==> config.mk <==
export PLATFORM = sky130hd
export DESIGN_NAME = cp0_exc_ctrl
export DESIGN_NICKNAME = d
export VERILOG_FILES = /design/src/rtl/cp0_exc_ctrl.sv
export SDC_FILE = /design/constraint.sdc
export NUM_CORES = 1
export LEC_CHECK = 0
export CAP_MARGIN = 10
export CORE_MARGIN = 2
export CORE_UTILIZATION = 36
export CTS_BUF_LIST = sky130_fd_sc_hd__clkbuf_2 sky130_fd_sc_hd__clkbuf_4 sky130_fd_sc_hd__clkbuf_8
export DETAILED_ROUTE_END_ITERATION = 6
export PLACE_DENSITY = 0.79
export RECOVER_POWER = 25
export SYNTH_ARGS = -nofsm -noshare
export SYNTH_HDL_FRONTEND = slang
export SYNTH_SLANG_ARGS = --single-unit
==> constraint.sdc <==
create_clock -name clock -period 3.1 [get_ports clock]
set_clock_uncertainty 0.1 [all_clocks]
set_input_delay 0.775 -clock clock [delete_from_list [all_inputs] [get_ports clock]]
set_output_delay 0.775 -clock clock [all_outputs]
set_load 0.1 [all_outputs]
==> src/rtl/cp0_exc_ctrl.sv <==
// CP0 exception/interrupt controller: Status/Cause/EPC registers plus the
// redirect handshake toward the PC unit for exceptions, interrupts and Eret.
module cp0_exc_ctrl (
  input  logic        clock,
  input  logic        reset,
  input  logic        commit,
  input  logic        Break,
  input  logic        Syscall,
  input  logic        Eret,
  input  logic        Reserved_instruction,
  input  logic        Mtc0,
  input  logic        Mfc0,
  input  logic [4:0]  cp0_rd,
  input  logic [31:0] wdata,
  input  logic [31:0] pc_cur,
  input  logic [31:0] pc_next,
  input  logic [5:0]  irq,
  input  logic        redirect_ack,
  output logic        redirect_req,
  output logic [31:0] redirect_pc,
  output logic [31:0] rdata,
  output logic [31:0] status,
  output logic [31:0] cause,
  output logic [31:0] epc
);

  localparam logic [31:0] EXC_VECTOR = 32'h0000_F000;
  localparam logic [4:0]  EXC_INT    = 5'd0;
  localparam logic [4:0]  EXC_SYS    = 5'd8;
  localparam logic [4:0]  EXC_BP     = 5'd9;
  localparam logic [4:0]  EXC_RI     = 5'd10;

  typedef enum logic {S_IDLE, S_WAIT_ACK} state_t;

  state_t      r_state;
  state_t      w_state_nxt;
  logic        r_ie;
  logic        r_exl;
  logic [5:0]  r_im;
  logic [5:0]  r_ip;
  logic [4:0]  r_exccode;
  logic [31:0] r_epc;
  logic [31:0] r_redirect_pc;

  logic        w_accept;
  logic        w_exc;
  logic        w_int_pend;
  logic        w_take_exc;
  logic        w_take_eret;
  logic        w_take_int;
  logic        w_mtc0_wr;
  logic        w_redirect;
  logic [4:0]  w_exc_code;
  logic        w_unused;

  // Mfc0 needs no qualification: rdata is a pure decode of cp0_rd.
  assign w_unused = Mfc0;

  assign w_accept    = (r_state == S_IDLE) && commit;
  assign w_exc       = Reserved_instruction | Syscall | Break;
  assign w_int_pend  = r_ie & ~r_exl & (|(irq & r_im));
  assign w_take_exc  = w_accept & w_exc;
  assign w_take_eret = w_accept & ~w_exc & Eret;
  assign w_take_int  = w_accept & ~w_exc & ~Eret & w_int_pend;
  // An interrupt boundary still retires the committing Mtc0.
  assign w_mtc0_wr   = w_accept & ~w_exc & ~Eret & Mtc0;
  assign w_redirect  = w_take_exc | w_take_eret | w_take_int;

  always_comb begin
    if (Reserved_instruction) w_exc_code = EXC_RI;
    else if (Syscall)         w_exc_code = EXC_SYS;
    else                      w_exc_code = EXC_BP;
  end

  always_ff @(posedge clock or posedge reset) begin
    if (reset) r_state <= S_IDLE;
    else       r_state <= w_state_nxt;
  end

  always_comb begin
    w_state_nxt = r_state;
    case (r_state)
      S_IDLE:     if (w_redirect)   w_state_nxt = S_WAIT_ACK;
      S_WAIT_ACK: if (redirect_ack) w_state_nxt = S_IDLE;
      default:                      w_state_nxt = S_IDLE;
    endcase
  end

  always_comb begin
    redirect_req = (r_state == S_WAIT_ACK);
  end

  // Later assignments deliberately override the Mtc0 write on an interrupt.
  always_ff @(posedge clock or posedge reset) begin
    if (reset) begin
      r_ie          <= 1'b0;
      r_exl         <= 1'b0;
      r_im          <= 6'd0;
      r_ip          <= 6'd0;
      r_exccode     <= 5'd0;
      r_epc         <= 32'd0;
      r_redirect_pc <= 32'd0;
    end else begin
      r_ip <= irq;
      if (w_mtc0_wr && cp0_rd == 5'd12) begin
        r_ie  <= wdata[0];
        r_exl <= wdata[1];
        r_im  <= wdata[15:10];
      end
      if (w_mtc0_wr && cp0_rd == 5'd14) r_epc <= wdata;
      if (w_take_exc) begin
        r_epc         <= pc_cur;
        r_exccode     <= w_exc_code;
        r_exl         <= 1'b1;
        r_redirect_pc <= EXC_VECTOR;
      end
      if (w_take_int) begin
        r_epc         <= pc_next;
        r_exccode     <= EXC_INT;
        r_exl         <= 1'b1;
        r_redirect_pc <= EXC_VECTOR;
      end
      if (w_take_eret) begin
        r_exl         <= 1'b0;
        r_redirect_pc <= r_epc;
      end
    end
  end

  assign status      = {16'd0, r_im, 8'd0, r_exl, r_ie};
  assign cause       = {16'd0, r_ip, 3'd0, r_exccode, 2'd0};
  assign epc         = r_epc;
  assign redirect_pc = r_redirect_pc;

  always_comb begin
    case (cp0_rd)
      5'd12:   rdata = status;
      5'd13:   rdata = cause;
      5'd14:   rdata = epc;
      default: rdata = 32'd0;
    endcase
  end

endmodule

==> results of run 1 <==
==> power by group <==
part	total, µW	internal, µW	leakage (µW)	switching (µW)
registers	1400	1210	0.000995	196
logic	2170	497	0.00223	1670
clock network	783	387	0.0000942	396
==> stage by stage <==
step | hold slack, ps | utilization [%] | TNS (ps) | power [µW]
6_report | 418 | 56.8 | 0 | 4350
3_5_place_dp | 409 | 55.3 | -3800 | 3600
2_1_floorplan | 428 | - | 0 | 3030
5_1_grt | 440 | 56.8 | 0 | 4500
3_3_place_gp | 408 | 55.3 | -2080 | 3580
4_1_cts | 422 | 56.9 | 0 | 4390
==> critical path: cells and delay by family <==
family	cells	cell delay [ps]
compound gates	1	450
simple gates	2	420
buf+inv	3	540
==> layer usage <==
layer | GRT usage, % | vias up | part of all wire, %
li1 | - | 2137 | -
met1 | 29.7 | 2338 | 41
met2 | 41.0 | 236 | 50
met3 | 3.69 | 40 | 5.5
met4 | 9.60 | 0 | 3.1
met5 | 0 | - | 0
==> cells in the final DEF, fill, tap and decap left out, types with 4 or more instances in the layout <==
master,Yosys,routed
a21oi_1,6,6
a222oi_1,6,6
a22o_2,0,5
a22oi_1,4,4
and3_1,22,22
buf_12,0,36
buf_4,49,102
clkbuf_8,0,10
clkdlybuf4s50_1,0,103
conb_1,1,47
dfrtp_1,82,82
dlygate4sd2_1,0,5
dlygate4sd3_1,0,7
inv_2,0,6
mux2_2,7,7
nand2_1,59,59
nand3_1,35,34
nor2_1,76,76
nor3b_1,32,32
o21ai_0,8,8
o21ai_1,20,20
o41ai_1,4,4
o41ai_2,28,28
==> cell type report <==
class                      count  area, µm²
fill                        1145       5660
inverter                       7       27.5
clock buffer                  10        138
sequential                    82       2050
multi-input combinational    377       2290
antenna                        1       2.50
tap                          176        220
clock inverter                 5       55.1
timing repair buffer         255       2640
==> cell families (layout without fill, tap and decap cells) <==
logic type             Yosys count  after routing  share of synthesized area, %
DFF                             82             82                          43.1
muxes                            8              8                          1.87
buffers and inverters           97            277                          12.8
other                            1             48                        0.0788
AOI/OAI and AO/OA               83             83                          17.0
and+or+nand+nor                239            239                          25.1
==> state kept, by name, summed over array words and instances, names as in the netlist <==
signal / count
epc: 32
redirect_pc: 32
r_im: 6
r_ip: 6
r_exccode: 3
r_exl: 1
r_ie: 1
redirect_req: 1
==> repair_timing <==
| action | CTS | global route |
|---|---|---|
| gates resized for setup | 9 | 0 |
| setup buffers | 2 | 0 |
| endpoints found under the setup margin | 32 | 0 |
==> final timing paths <==
check	from	slack (ps)	cells after the start	end
max in group asynchronous	reset	380	3	r_im[5]
min	redirect_pc[5]	420	2	redirect_pc[5]
min reg2reg	redirect_pc[5]	420	2	redirect_pc[5]
min in group asynchronous	reset	1070	2	redirect_pc[29]
max reg2reg	r_im[0]	1220	6	redirect_pc[28]
max	cp0_rd[3]	50	6	rdata[13]
==> key figures, run 1 <==
Status
  • Status: finished, final reports clean

Route
  • Via density: 5.20
  • Final wirelength: 17,100 µm
  • Initial DRC Count: 415
  • DR pass1 iterations: 5
  • Via count: 4,751
  • DRT antenna net count: 0
  • Drc violations: 0
  • WL per Instance: 18.7 µm

Clocking
  • Max clock buf depth: 2
  • CTS tree: yes
  • Post-CTS Hold Fix Bufs: 0
  • Clock sink count: 82
  • Num CTS Buffers: 9
  • Clk_lat worst skew: 360 ps
  • CTS HTree Levels: 3
  • Clock tree root driver cell: clkbuf_8
  • Worst-path clk slew: 80 ps

Timing
  • Minimum clock period: 3050 ps
  • Max frequency: 328 MHz
  • RSZ-0062 raised after global routing: false
  • Slew Viols, Final: 0
  • Final worst setup slack: 49.5 ps
  • Slew of the pin with the lowest slew margin: 1370 ps
  • Finish-stage setup viols: 0
  • Final period util: 98.4%
  • Fin. Hold Viols: 0
  • Headroom to the max-slew limit: 8.25%

Synthesis
  • Syn Inst Count: 510
  • Synth area leader: dfrtp_1
  • Netlist cell types: 35
  • Number of flops mapped to enable cells by yosys: 0
  • Ys Warns: 0
  • Synth async-reset ratio: 100%
  • Ranking of synthesized cells by area: dfrtp_1, o41ai_2, buf_4
  • Synth cell count leaders: dfrtp_1, nor2_1, nand2_1, buf_4, nand3_1
  • Syn Std Cell Area: 4760 µm²
  • #FFs+latches synth: 82
  • Syn Area/Cell: 9.33 µm²
  • Seq/Total Area, Yosys: 43.1%
  • Most common cell in the netlist: dfrtp_1
  • Synth top area share: 43.1%
  • Dominant synthesized flop cell: dfrtp_1

Power
  • PD cells: 586 nW/µm²
  • Worst vdd ir: 372 µV
  • P_leak: 0.00332 µW

Global routing
  • Global-route wire length before repair: 26,100 µm
  • Initial antenna violation count: 1
  • Largest net degree at the start of global routing: 41
  • Vias in the first global route: 4,770
  • GRT Util Overall: 23.8%
  • Overflow after GRT: 0

Critical path
  • Worst Setup End Kind: output pin
  • WS Path Type: in -> out
  • Critical path peak fanout: 7
  • CP max stage cell: a222oi_1
  • Startpoint types: input pin
  • Worst EP required: 2220 ps
  • Worst path cell trace: dlygate4sd2_1 > and4bb_2 > nor2b_4 > a222oi_1 > inv_2 > buf_12
  • CP max stage delay: 450 ps
  • Data arrival, critical path: 2180 ps

Die
  • Placeable core area: 13,100 µm²
  • Die area: 14,200 µm²
  • Initial Util: 36.4%
  • # rows: 42
  • Die width: 119 µm
  • Die height: 119 µm
  • IO Count: 278

Flow run
  • Max-Cap Viols: 0

Hold path
  • Hold/Removal Path Class: reg -> reg

Layout
  • Final instance area: 7430 µm²
  • Layout cell share with drive strength beyond 1: 28.8%
  • Final std cells w/o fill: 913
  • Area growth, synth to finish: 56.0%
  • Fin nets: 849

Placed design
  • Placed cell area: 7240 µm²
  • Buffers on Ports: 229
  • Post-place setup slack: -384 ps
  • Routability cong.: 0.856
  • Placed Cells: 896
  • Post-DP HPWL: 13,000 µm
(Power assumes the default switching activity.)
==> run 2, diff against run 1 <==
--- a/config.mk
+++ b/config.mk
@@ -10,6 +10,7 @@
 export CORE_UTILIZATION = 36
 export CTS_BUF_LIST = sky130_fd_sc_hd__clkbuf_2 sky130_fd_sc_hd__clkbuf_4 sky130_fd_sc_hd__clkbuf_8
 export DETAILED_ROUTE_END_ITERATION = 6
+export GPL_TIMING_DRIVEN = 0
 export PLACE_DENSITY = 0.79
 export RECOVER_POWER = 25
 export SYNTH_ARGS = -nofsm -noshare
==> run 2 against run 1 <==
The flow now finishes with violations (capacitance limit, slew limit). Wire length up 4.6%. Sequential share of layout area is 1.1 points lower. Total power is 0.58% higher. Global-route usage is 0.85 points higher. Sequential power is essentially flat. Largest cell class unchanged.
==> key figures, run 2 (synthesis gave the netlist of run 1 again) <==
Route
  • Final wirelength: 17,800 µm (was 17,100 µm)
  • Met3 wire length: 1150 µm (was 936 µm)
  • DR pass1 iterations: 5 (unchanged)
  • Via density: 4.95 (was 5.20)
  • Wl on met1: 7360 µm (was 7000 µm)
  • DRT antenna net count: 0 (unchanged)
  • Initial DRC Count: 336 (was 415)
  • Drc violations: 0 (unchanged)
  • Via count: 4,874 (was 4,751)
  • WL per Instance: 18.1 µm (was 18.7 µm)
  • Highest routed layer: met4 (unchanged)
  • DR WL met2: 8970 µm (was 8610 µm)

Die
  • Initial Util: 36.4% (unchanged)
  • # rows: 42 (unchanged)
  • Placeable core area: 13,100 µm² (unchanged)
  • Die area: 14,200 µm² (unchanged)
  • Die width: 119 µm (unchanged)
  • IO Count: 278 (unchanged)
  • Die height: 119 µm (unchanged)

Power
  • Power share of the clock group: 16.7% (was 18.0%)
  • Switching Fraction: 51.8% (was 51.9%)
  • Pint: 2110 µW (was 2090 µW)
  • Combinational Power Share: 51.3% (was 49.8%)
  • Flop pwr share: 32.0% (was 32.3%)
  • P_leak: 0.00345 µW (was 0.00332 µW)
  • Design Power: 4380 µW (was 4350 µW)
  • Worst vdd ir: 289 µV (was 372 µV)
  • P_sw: 2270 µW (was 2260 µW)
  • PD cells: 566 nW/µm² (was 586 nW/µm²)

Clocking
  • Clock tree root driver cell: clkbuf_8 (unchanged)
  • Max clock buf depth: 2 (unchanged)
  • CTS HTree Levels: 3 (unchanged)
  • Clock sink count: 82 (unchanged)
  • Num CTS Buffers: 9 (unchanged)
  • Clk_lat worst skew: 360 ps (about the same)
  • Worst-path clk slew: 80 ps (about the same)
  • CTS tree: yes (unchanged)

Hold path
  • Hold endpoint: redirect_pc[23] (was redirect_pc[5])
  • Hold/Removal Path Class: reg -> reg (unchanged)
  • Hold Startpoint: redirect_pc[23] (was redirect_pc[5])
  • Hold Path Cell Cnt: 2 (unchanged)

Status
  • Status: finished, violations left (was finished, final reports clean)
  • Violated checks: capacitance limit, slew limit

Global routing
  • GRT Util Overall: 24.6% (was 23.8%)
  • Largest net degree at the start of global routing: 44 (was 41)
  • Initial antenna violation count: 0 (was 1)
  • Vias in the first global route: 4,661 (was 4,770)
  • Global-route wire length before repair: 26,700 µm (was 26,100 µm)
  • Overflow after GRT: 0 (unchanged)

Critical path
  • CP max stage cell: and4bb_4 (was a222oi_1)
  • Critical path peak fanout: 10 (was 7)
  • Buf+Inv Stages, Crit Path: 5 (was 3)
  • R2r worst-path depth: 6 (unchanged)
  • CP max stage delay: 380 ps (was 450 ps)
  • Worst EP required: 2220 ps (about the same)
  • Cell family with most CP delay: buffers and inverters (unchanged)
  • WS Path Type: in -> out (unchanged)
  • R2r setup slk: 900 ps (was 1220 ps)
  • Startpoint types: input pin (unchanged)
  • Critical R2R Launch: r_im[0] (unchanged)
  • Worst path cell trace: clkbuf_2 > and4bb_4 > buf_4 > buf_4 > clkbuf_4 > and3_1 > buf_4 (was dlygate4sd2_1 > and4bb_2 > nor2b_4 > a222oi_1 > inv_2 > buf_12)
  • Worst Setup End Kind: output pin (unchanged)
  • Worst r2r dst: epc[16] (was redirect_pc[28])
  • Most Frequent Cell on Critical Path: buf_4
  • Data arrival, critical path: 2140 ps (was 2180 ps)

Timing
  • Slew Viols, Final: 40 (was 0)
  • Fin. Hold Viols: 0 (unchanged)
  • Max frequency: 332 MHz (was 328 MHz)
  • Headroom to the max-slew limit: -10.9% (was 8.25%)
  • Finish-stage setup viols: 0 (unchanged)
  • Minimum clock period: 3010 ps (was 3050 ps)
  • RSZ-0062 raised after global routing: false (unchanged)
  • Final period util: 97.1% (was 98.4%)
  • Fin Setup TNS: 0 ps (unchanged)
  • Hold slack: 419 ps (was 418 ps)
  • Slew of the pin with the lowest slew margin: 1660 ps (was 1370 ps)

Placed design
  • Placed cell area: 7460 µm² (was 7240 µm²)
  • Routability cong.: 0.865 (was 0.856)
  • Post-DP HPWL: 13,600 µm (was 13,000 µm)
  • Buffers on Ports: 228 (was 229)

Layout
  • Commonest non-fill, non-tap cells in the layout: clkdlybuf4s50_1, dfrtp_1, nor2_1 (was clkdlybuf4s50_1, buf_4, dfrtp_1)
  • Most common cell after layout, fill and taps aside: clkdlybuf4s50_1 (unchanged)
  • Fin nets: 921 (was 849)
  • Area growth, synth to finish: 62.6% (was 56.0%)
  • Fillcell total: 1,131 (was 1,145)
  • Antenna Cells: 0 (was 1)
  • Post-layout util: 59.2% (was 56.8%)
  • Final instance area: 7740 µm² (was 7430 µm²)
  • Layout cell share with drive strength beyond 1: 22.6% (was 28.8%)

Flow run
  • Max-Cap Viols: 1 (was 0)
## run 2: changes by cell type in the layout (fill, tap and decap cells not counted), moves of 2 or more
cell / before / now
clkdlybuf4s50_1: 103 / 185
buf_12: 36 / 4
buf_4: 102 / 73
clkbuf_1: 1 / 23
buf_6: 0 / 17
buf_2: 1 / 8
clkbuf_2: 0 / 5
dlygate4sd2_1: 5 / 0
buf_8: 0 / 2
clkbuf_8: 10 / 12
## run 2: power groups by stage
stage / Sequential, µW / Combinational, µW / Clock [µW]
3_5_place_dp: 1420 / 2240 / 0
5_1_grt: 1420 / 2310 / 788
6_report: 1400 / 2250 / 732
4_1_cts: 1400 / 2250 / 749
2_1_floorplan: 2360 / 668 / 0
3_3_place_gp: 1420 / 2230 / 0
## run 2: per-stage QoR
step	cells	worst slack (ps)
global placement	960	-1530
CTS	982	1.44
floorplan	556	86.9
finish	984	89.9
global route	984	36.7
detailed placement	961	-1570
## run 2: area by class of cell
class,instances,area [µm²],share of cell area (%)
inverters,7,26.3,0.339
clock buffers,11,151,1.96
plain buffers,90,619,8.00
flip-flops and latches,82,2050,26.5
multi-input cells,377,2300,29.7
well taps,176,220,2.84
clock inverters,4,26.3,0.339
repair buffers,237,2350,30.4
## run 2: worst register-to-register path, stage by stage, from the launching register on
cell and delay [ps]:
dfrtp_1 430, a22oi_1 200, nand3_1 410, and2_4 300, buf_6 140, buf_6 160
o41ai_2 350
## run 2: worst max path at each step
| stage | start | endpoint | cells past startpoint |
|---|---|---|---|
| floorplan | cp0_rd[4] | rdata[16] | 3 |
| finish | cp0_rd[0] | rdata[16] | 7 |
| CTS | cp0_rd[4] | rdata[11] | 7 |
| global route | cp0_rd[4] | rdata[12] | 7 |
| detailed placement | cp0_rd[4] | rdata[11] | 7 |
| global placement | cp0_rd[3] | rdata[11] | 7 |
## run 2: timing repair
item / CTS / global route
pin swaps: 7 / 2
hold buffers: 0 / 0
endpoints found under the setup margin: 32 / 15
buffers inserted: 6 / 2
resized for setup: 227 / 10
## run 2: layer usage
| layer | vias up | GRT usage [%] |
|---|---|---|
| met5 | - | 0 |
| met2 | 228 | 42.0 |
| met3 | 24 | 4.74 |
| li1 | 2275 | - |
| met1 | 2347 | 31.5 |
| met4 | 0 | 7.44 |
